`src/rtl/hazard_ctrl_pkg.sv`:
```
// hazard_ctrl_pkg: shared encodings and FSM state type for the hazard controller
package hazard_ctrl_pkg;
  localparam logic [1:0] RS_LOAD = 2'b01;
  localparam logic [1:0] FWD_RF  = 2'b00;
  localparam logic [1:0] FWD_WB  = 2'b01;
  localparam logic [1:0] FWD_MEM = 2'b10;
  typedef logic [0:0] state_t;
  localparam state_t ST_RUN  = 1'b0;
  localparam state_t ST_WAIT = 1'b1;
endpackage

```
`src/rtl/hazard_ctrl_fwd_unit.sv`:
```
// fwd_unit: EX operand forwarding selects, MEM result preferred over WB
module fwd_unit
  import hazard_ctrl_pkg::*;
#(
  parameter int RW = 5
) (
  input  logic [RW-1:0] ex_rs1,
  input  logic [RW-1:0] ex_rs2,
  input  logic [RW-1:0] mem_rd,
  input  logic [RW-1:0] wb_rd,
  input  logic          mem_reg_write,
  input  logic          wb_reg_write,
  output logic [1:0]    fwd_a,
  output logic [1:0]    fwd_b
);
  logic mem_ok, wb_ok;
  // x0 is never forwarded since it always reads as zero
  always_comb begin
    mem_ok = mem_reg_write && mem_rd != '0;
    wb_ok  = wb_reg_write && wb_rd != '0;
    fwd_a  = (mem_ok && mem_rd == ex_rs1) ? FWD_MEM : (wb_ok && wb_rd == ex_rs1) ? FWD_WB : FWD_RF;
    fwd_b  = (mem_ok && mem_rd == ex_rs2) ? FWD_MEM : (wb_ok && wb_rd == ex_rs2) ? FWD_WB : FWD_RF;
  end
endmodule

```
`src/rtl/hazard_ctrl.sv`:
```
// hazard_ctrl: pipeline stall/flush/forward control with dmem wait watchdog and perf counters
module hazard_ctrl
  import hazard_ctrl_pkg::*;
#(
  parameter int         RW       = 5,
  parameter int         CNT_W    = 32,
  parameter int         TIMEOUT  = 16,
  parameter logic [1:0] LOAD_SRC = RS_LOAD
) (
  input  logic             clk,
  input  logic             rst,
  input  logic [RW-1:0]    id_rs1,
  input  logic [RW-1:0]    id_rs2,
  input  logic             id_use_rs1,
  input  logic             id_use_rs2,
  input  logic [RW-1:0]    ex_rs1,
  input  logic [RW-1:0]    ex_rs2,
  input  logic [RW-1:0]    ex_rd,
  input  logic [1:0]       ex_result_src,
  input  logic             ex_pc_src,
  input  logic [RW-1:0]    mem_rd,
  input  logic [RW-1:0]    wb_rd,
  input  logic             mem_reg_write,
  input  logic             wb_reg_write,
  input  logic             dmem_busy,
  output logic             stall_pc,
  output logic             stall_ifid,
  output logic             stall_idex,
  output logic             stall_exmem,
  output logic             flush_ifid,
  output logic             flush_idex,
  output logic [1:0]       fwd_a,
  output logic [1:0]       fwd_b,
  output logic             mem_timeout,
  output logic [CNT_W-1:0] stall_cnt,
  output logic [CNT_W-1:0] flush_cnt
);
  localparam int TW = $clog2(TIMEOUT + 1);
  state_t        state;
  logic [TW-1:0] wait_cnt;
  logic          load_use, freeze, redirect, bubble;
  fwd_unit #(.RW(RW)) u_fwd (
    .ex_rs1(ex_rs1), .ex_rs2(ex_rs2), .mem_rd(mem_rd), .wb_rd(wb_rd),
    .mem_reg_write(mem_reg_write), .wb_reg_write(wb_reg_write),
    .fwd_a(fwd_a), .fwd_b(fwd_b)
  );
  // busy freezes everything in either state; once it drops the RUN priorities apply to the held EX/ID contents
  always_comb begin
    load_use    = ex_result_src == LOAD_SRC && ex_rd != '0 &&
                  ((id_use_rs1 && id_rs1 == ex_rd) || (id_use_rs2 && id_rs2 == ex_rd));
    freeze      = rst && dmem_busy;
    redirect    = rst && !dmem_busy && ex_pc_src;
    bubble      = rst && !dmem_busy && !ex_pc_src && load_use;
    stall_pc    = freeze || bubble;
    stall_ifid  = freeze || bubble;
    stall_idex  = freeze;
    stall_exmem = freeze;
    flush_ifid  = redirect;
    flush_idex  = redirect || bubble;
  end
  // wait sequencing and sticky watchdog
  always_ff @(posedge clk or negedge rst) begin
    if (!rst) begin
      state       <= ST_RUN;
      wait_cnt    <= '0;
      mem_timeout <= 1'b0;
    end else if (dmem_busy) begin
      state <= ST_WAIT;
      if (state == ST_RUN) wait_cnt <= TW'(1);
      else if (wait_cnt != TW'(TIMEOUT)) wait_cnt <= wait_cnt + 1'b1;
      if (state == ST_WAIT && wait_cnt >= TW'(TIMEOUT - 1)) mem_timeout <= 1'b1;
    end else begin
      state    <= ST_RUN;
      wait_cnt <= '0;
    end
  end
  // saturating performance counters
  always_ff @(posedge clk or negedge rst) begin
    if (!rst) begin
      stall_cnt <= '0;
      flush_cnt <= '0;
    end else begin
      if (stall_pc && stall_cnt != '1) stall_cnt <= stall_cnt + 1'b1;
      if ((flush_ifid || flush_idex) && flush_cnt != '1) flush_cnt <= flush_cnt + 1'b1;
    end
  end
endmodule

```
`config.mk`:
```
export PLATFORM = sky130hd
export DESIGN_NAME = hazard_ctrl
export DESIGN_NICKNAME = d
export VERILOG_FILES = /design/src/rtl/hazard_ctrl_pkg.sv /design/src/rtl/hazard_ctrl_fwd_unit.sv /design/src/rtl/hazard_ctrl.sv
export SDC_FILE = /design/constraint.sdc
export NUM_CORES = 1
export LEC_CHECK = 0
export CAP_MARGIN = 15
export CORE_MARGIN = 1
export CORE_UTILIZATION = 47
export CTS_CLUSTER_SIZE = 20
export DETAILED_ROUTE_END_ITERATION = 8
export GPL_TIMING_DRIVEN = 1
export PLACE_DENSITY = 0.8
export REMOVE_ABC_BUFFERS = 1
export SYNTH_ARGS = -nofsm -noshare
export SYNTH_HDL_FRONTEND = slang
export SYNTH_SLANG_ARGS = --single-unit
export TNS_END_PERCENT = 1
```
`constraint.sdc`:
```
create_clock -name clk -period 4.3 [get_ports clk]
set_clock_uncertainty 0.05 [all_clocks]
set_input_delay 0.86 -clock clk [delete_from_list [all_inputs] [get_ports clk]]
set_output_delay 0.86 -clock clk [all_outputs]
set_load 0.03 [all_outputs]
```
==> impl_metrics.tcl <==
set metrics [dict create \
    r2r_slack_ns 1.68 \
    max_slew.worst_pin.slew_ns 1.04 \
    finalWorstSetupSlack_ns 0.101 \
    pre_cts_slack_ns 0.104 \
    drc_errors 0 \
    slew_headroom 0.307 \
    cp_max_fo 3 \
    avgRoutedWirePerCell_um 15.7 \
    report.final.slew_viol_count 0 \
    hold_end "wait_cnt[0]" \
    cp.required_ns 3.39 \
    worst_hold_slack_ns 0.403 \
    placed_area_mm2 0.00532 \
    vias 3461 \
    grt_pass1_vias 3364 \
    min_from "state" \
    maxCapViolCount 0 \
    hold_viol 0 \
    rr_endpoint "flush_cnt[1]" \
    fillCellCount 654 \
    cts_htree_levels 3 \
    cp.arrival_ns 3.29 \
    min_delay_path_depth 1 \
    hpwl_um 7390 \
    die_area_mm2 0.00900 \
    setup_viol 0 \
    end_kind "output pin" \
    area_delta_synth_final_pct 36.7 \
    fmax_mhz 238 \
    clk_pin_slew_ns 0.07 \
    fp.dieH_um 94.9 \
    fin_setup_tns_ns 0 \
    synth-seq-cells 71 \
    synthSimpleGateAreaFrac 0.272 \
    clk_path_buf_depth 2 \
    crit_type "in2out" \
    pwr_density_cell_mw_per_mm2 319 \
    rsz0062_at_grt "false" \
    synth_compound_area_frac 0.0318 \
    synth_warnings 0 \
    worstReg2RegStart "flush_cnt[0]" \
    diodes 0 \
    place_congestion 0.815 \
    grt_pass1_wl_um 16000 \
    syn_area_mm2 0.00405 \
    cts-resized-gates 0 \
    drt_iter0_markers 109 \
    p_leak_uw 0.00230 \
    hold_class "reg2reg" \
    cts.sinks 71 \
    rows 33 \
    slowest_stage "clkdlybuf4s50_1" \
    cts_setup_buffers 0 \
    cp_slowest_stage_delay_ns 0.73 \
    synth_edf_count 0 \
    pin_count 120 \
    status "finished clean" \
    synth_ff_type "dfrtp_1" \
    grt_start_max_net_pins 41 \
    final_util 0.668 \
    initial_core_util 0.488 \
    yosysSeqAreaShare 0.438 \
    synthMuxAreaShare 0.0108 \
    fp.dieW_um 94.9 \
    ir_worst_vdd_v 0.000188 \
    drive_gt1_frac 0.0864 \
    port_buffers 119 \
    synthAdderAreaFrac 0.0154 \
    drt_pre_antenna_iters 4 \
    synth_top_family_by_area "simple AND/OR/NAND/NOR gates" \
    synth-async-reset-ratio 1.00 \
    start_kind "input pin" \
    clk_latency_ns 0.34 \
    cts_buffers 9 \
    grt_util_all_layers 0.231 \
    ys_types 47 \
    cts_tree "built" \
    grt_overflow 0 \
    final_antenna_net_count 0 \
    wl_um 9840 \
    syn_area_per_cell_um2 10.3 \
    reg2regPathDepth 6 \
    path_cells "clkdlybuf4s50_1 > or4_1 > o21ai_0 > nor4_1 > nor4_1 > clkdlybuf4s50_1" \
    fin_nets 566 \
    final_cell_area_mm2 0.00554 \
    antenna_found_initial 0 \
    avgViaCountPerCell 5.53 \
    cts_root_buffer "clkbuf_8" \
    hold_buffers 0 \
    finalCritPeriodShare 0.976 \
    core_mm2 0.00830 \
    synth_xor_area_frac 0.201 \
    min_period_ns 4.20 \
    syn-instance-count 395 \
]
-- state kept, by name, indices dropped and copies added (netlist names) --
signal / count
flush_cnt: 32
wait_cnt: 5
mem_timeout: 1
state: 1
stall_cnt: 32
-- per-layer routing --
layer	up-vias	track usage	wire length [um]
met5	-	0	0
met4	0	0.0745	80
met3	10	0.0427	494
met2	115	0.381	4860
met1	1694	0.306	4410
li1	1642	-	-
-- critical path: cells and delay by family --
kind,cells,cell delay [ns]
AO/OA/AOI/OAI,1,0.25
AND/OR/NAND/NOR,3,0.97
buffers and inverters,2,1.21
-- cell usage after synthesis, types with 2 or more instances --
cell | instances | area share
buf_4 | 2 | 0.0037
clkbuf_1 | 3 | 0.0028
mux2_1 | 3 | 0.0083
nand4_1 | 24 | 0.037
ha_1 | 5 | 0.015
buf_6 | 3 | 0.0083
nor3_1 | 14 | 0.017
buf_2 | 6 | 0.0074
and4_1 | 9 | 0.019
xnor2_1 | 54 | 0.12
or3_1 | 4 | 0.0062
and3_1 | 12 | 0.019
nor4_1 | 10 | 0.015
nor4_2 | 3 | 0.0093
xor2_1 | 39 | 0.084
dfrtp_1 | 71 | 0.44
nand3_1 | 14 | 0.017
and2_1 | 4 | 0.0062
nor2_1 | 20 | 0.019
nand4_2 | 4 | 0.012
o21ai_0 | 3 | 0.0037
nand3_2 | 10 | 0.025
a21oi_1 | 3 | 0.0037
nor4b_1 | 3 | 0.0065
or4_1 | 5 | 0.0093
inv_1 | 9 | 0.0083
o211a_1 | 2 | 0.0049
nand2_1 | 36 | 0.033
a32oi_1 | 2 | 0.0043
-- area by class of cell --
| type | instances | area (um2) | share of cell area |
|---|---|---|---|
| inverters | 9 | 33.8 | 0.00610 |
| flip-flops and latches | 71 | 1780 | 0.321 |
| clock buffers | 10 | 128 | 0.0230 |
| well taps | 105 | 131 | 0.0237 |
| clock inverters | 6 | 95.1 | 0.0172 |
| repair buffers | 124 | 1220 | 0.221 |
| multi-input cells | 301 | 2150 | 0.388 |
-- cells in the final DEF (no fill, tap or decap), drive strengths merged, types with 3 or more instances in the layout --
master	count
clkdlybuf4s50	116
dfrtp	71
xnor2	54
xor2	39
nand2	36
nand4	28
nand3	24
nor2	20
nor3	15
nor4	13
and3	12
clkbuf	10
inv	9
and4	9
buf	7
or4	6
ha	5
and2	4
or3	4
clkinv	4
o21ai	4
a21oi	3
nor4b	3
mux2	3
-- power by group --
part	switching, uW	internal (uW)	leakage [uW]
sequential	69.6	715	0.000957
combinational	209	182	0.00123
clock	262	331	0.000111
-- how the worst max path moves through the flow --
stage | startpoint | to | slack, ns | cells past startpoint
floorplan | mem_rd[0] | fwd_a[0] | 0.59 | 4
global route | mem_rd[0] | fwd_a[0] | 0.05 | 6
global placement | mem_rd[0] | fwd_b[0] | 0.22 | 6
CTS | mem_rd[0] | fwd_b[0] | 0.10 | 6
finish | mem_rd[0] | fwd_a[0] | 0.10 | 6
detailed placement | mem_rd[0] | fwd_b[0] | 0.10 | 6
-- logic make-up after synthesis --
family          count (synthesis)
buf+inv                        23
flops                          71
fa+ha+maj                       5
simple gates                  181
mux                             4
xor+xnor                       93
compound gates                 18
-- stage by stage --
step                      cells  power (uW)
after CTS                   626        1790
after floorplan             381         989
after global routing        626        1860
after detailed placement    610        1190
after global placement      610        1180
final                       626        1770
Note: power is estimated with default switching activity, not from simulation.
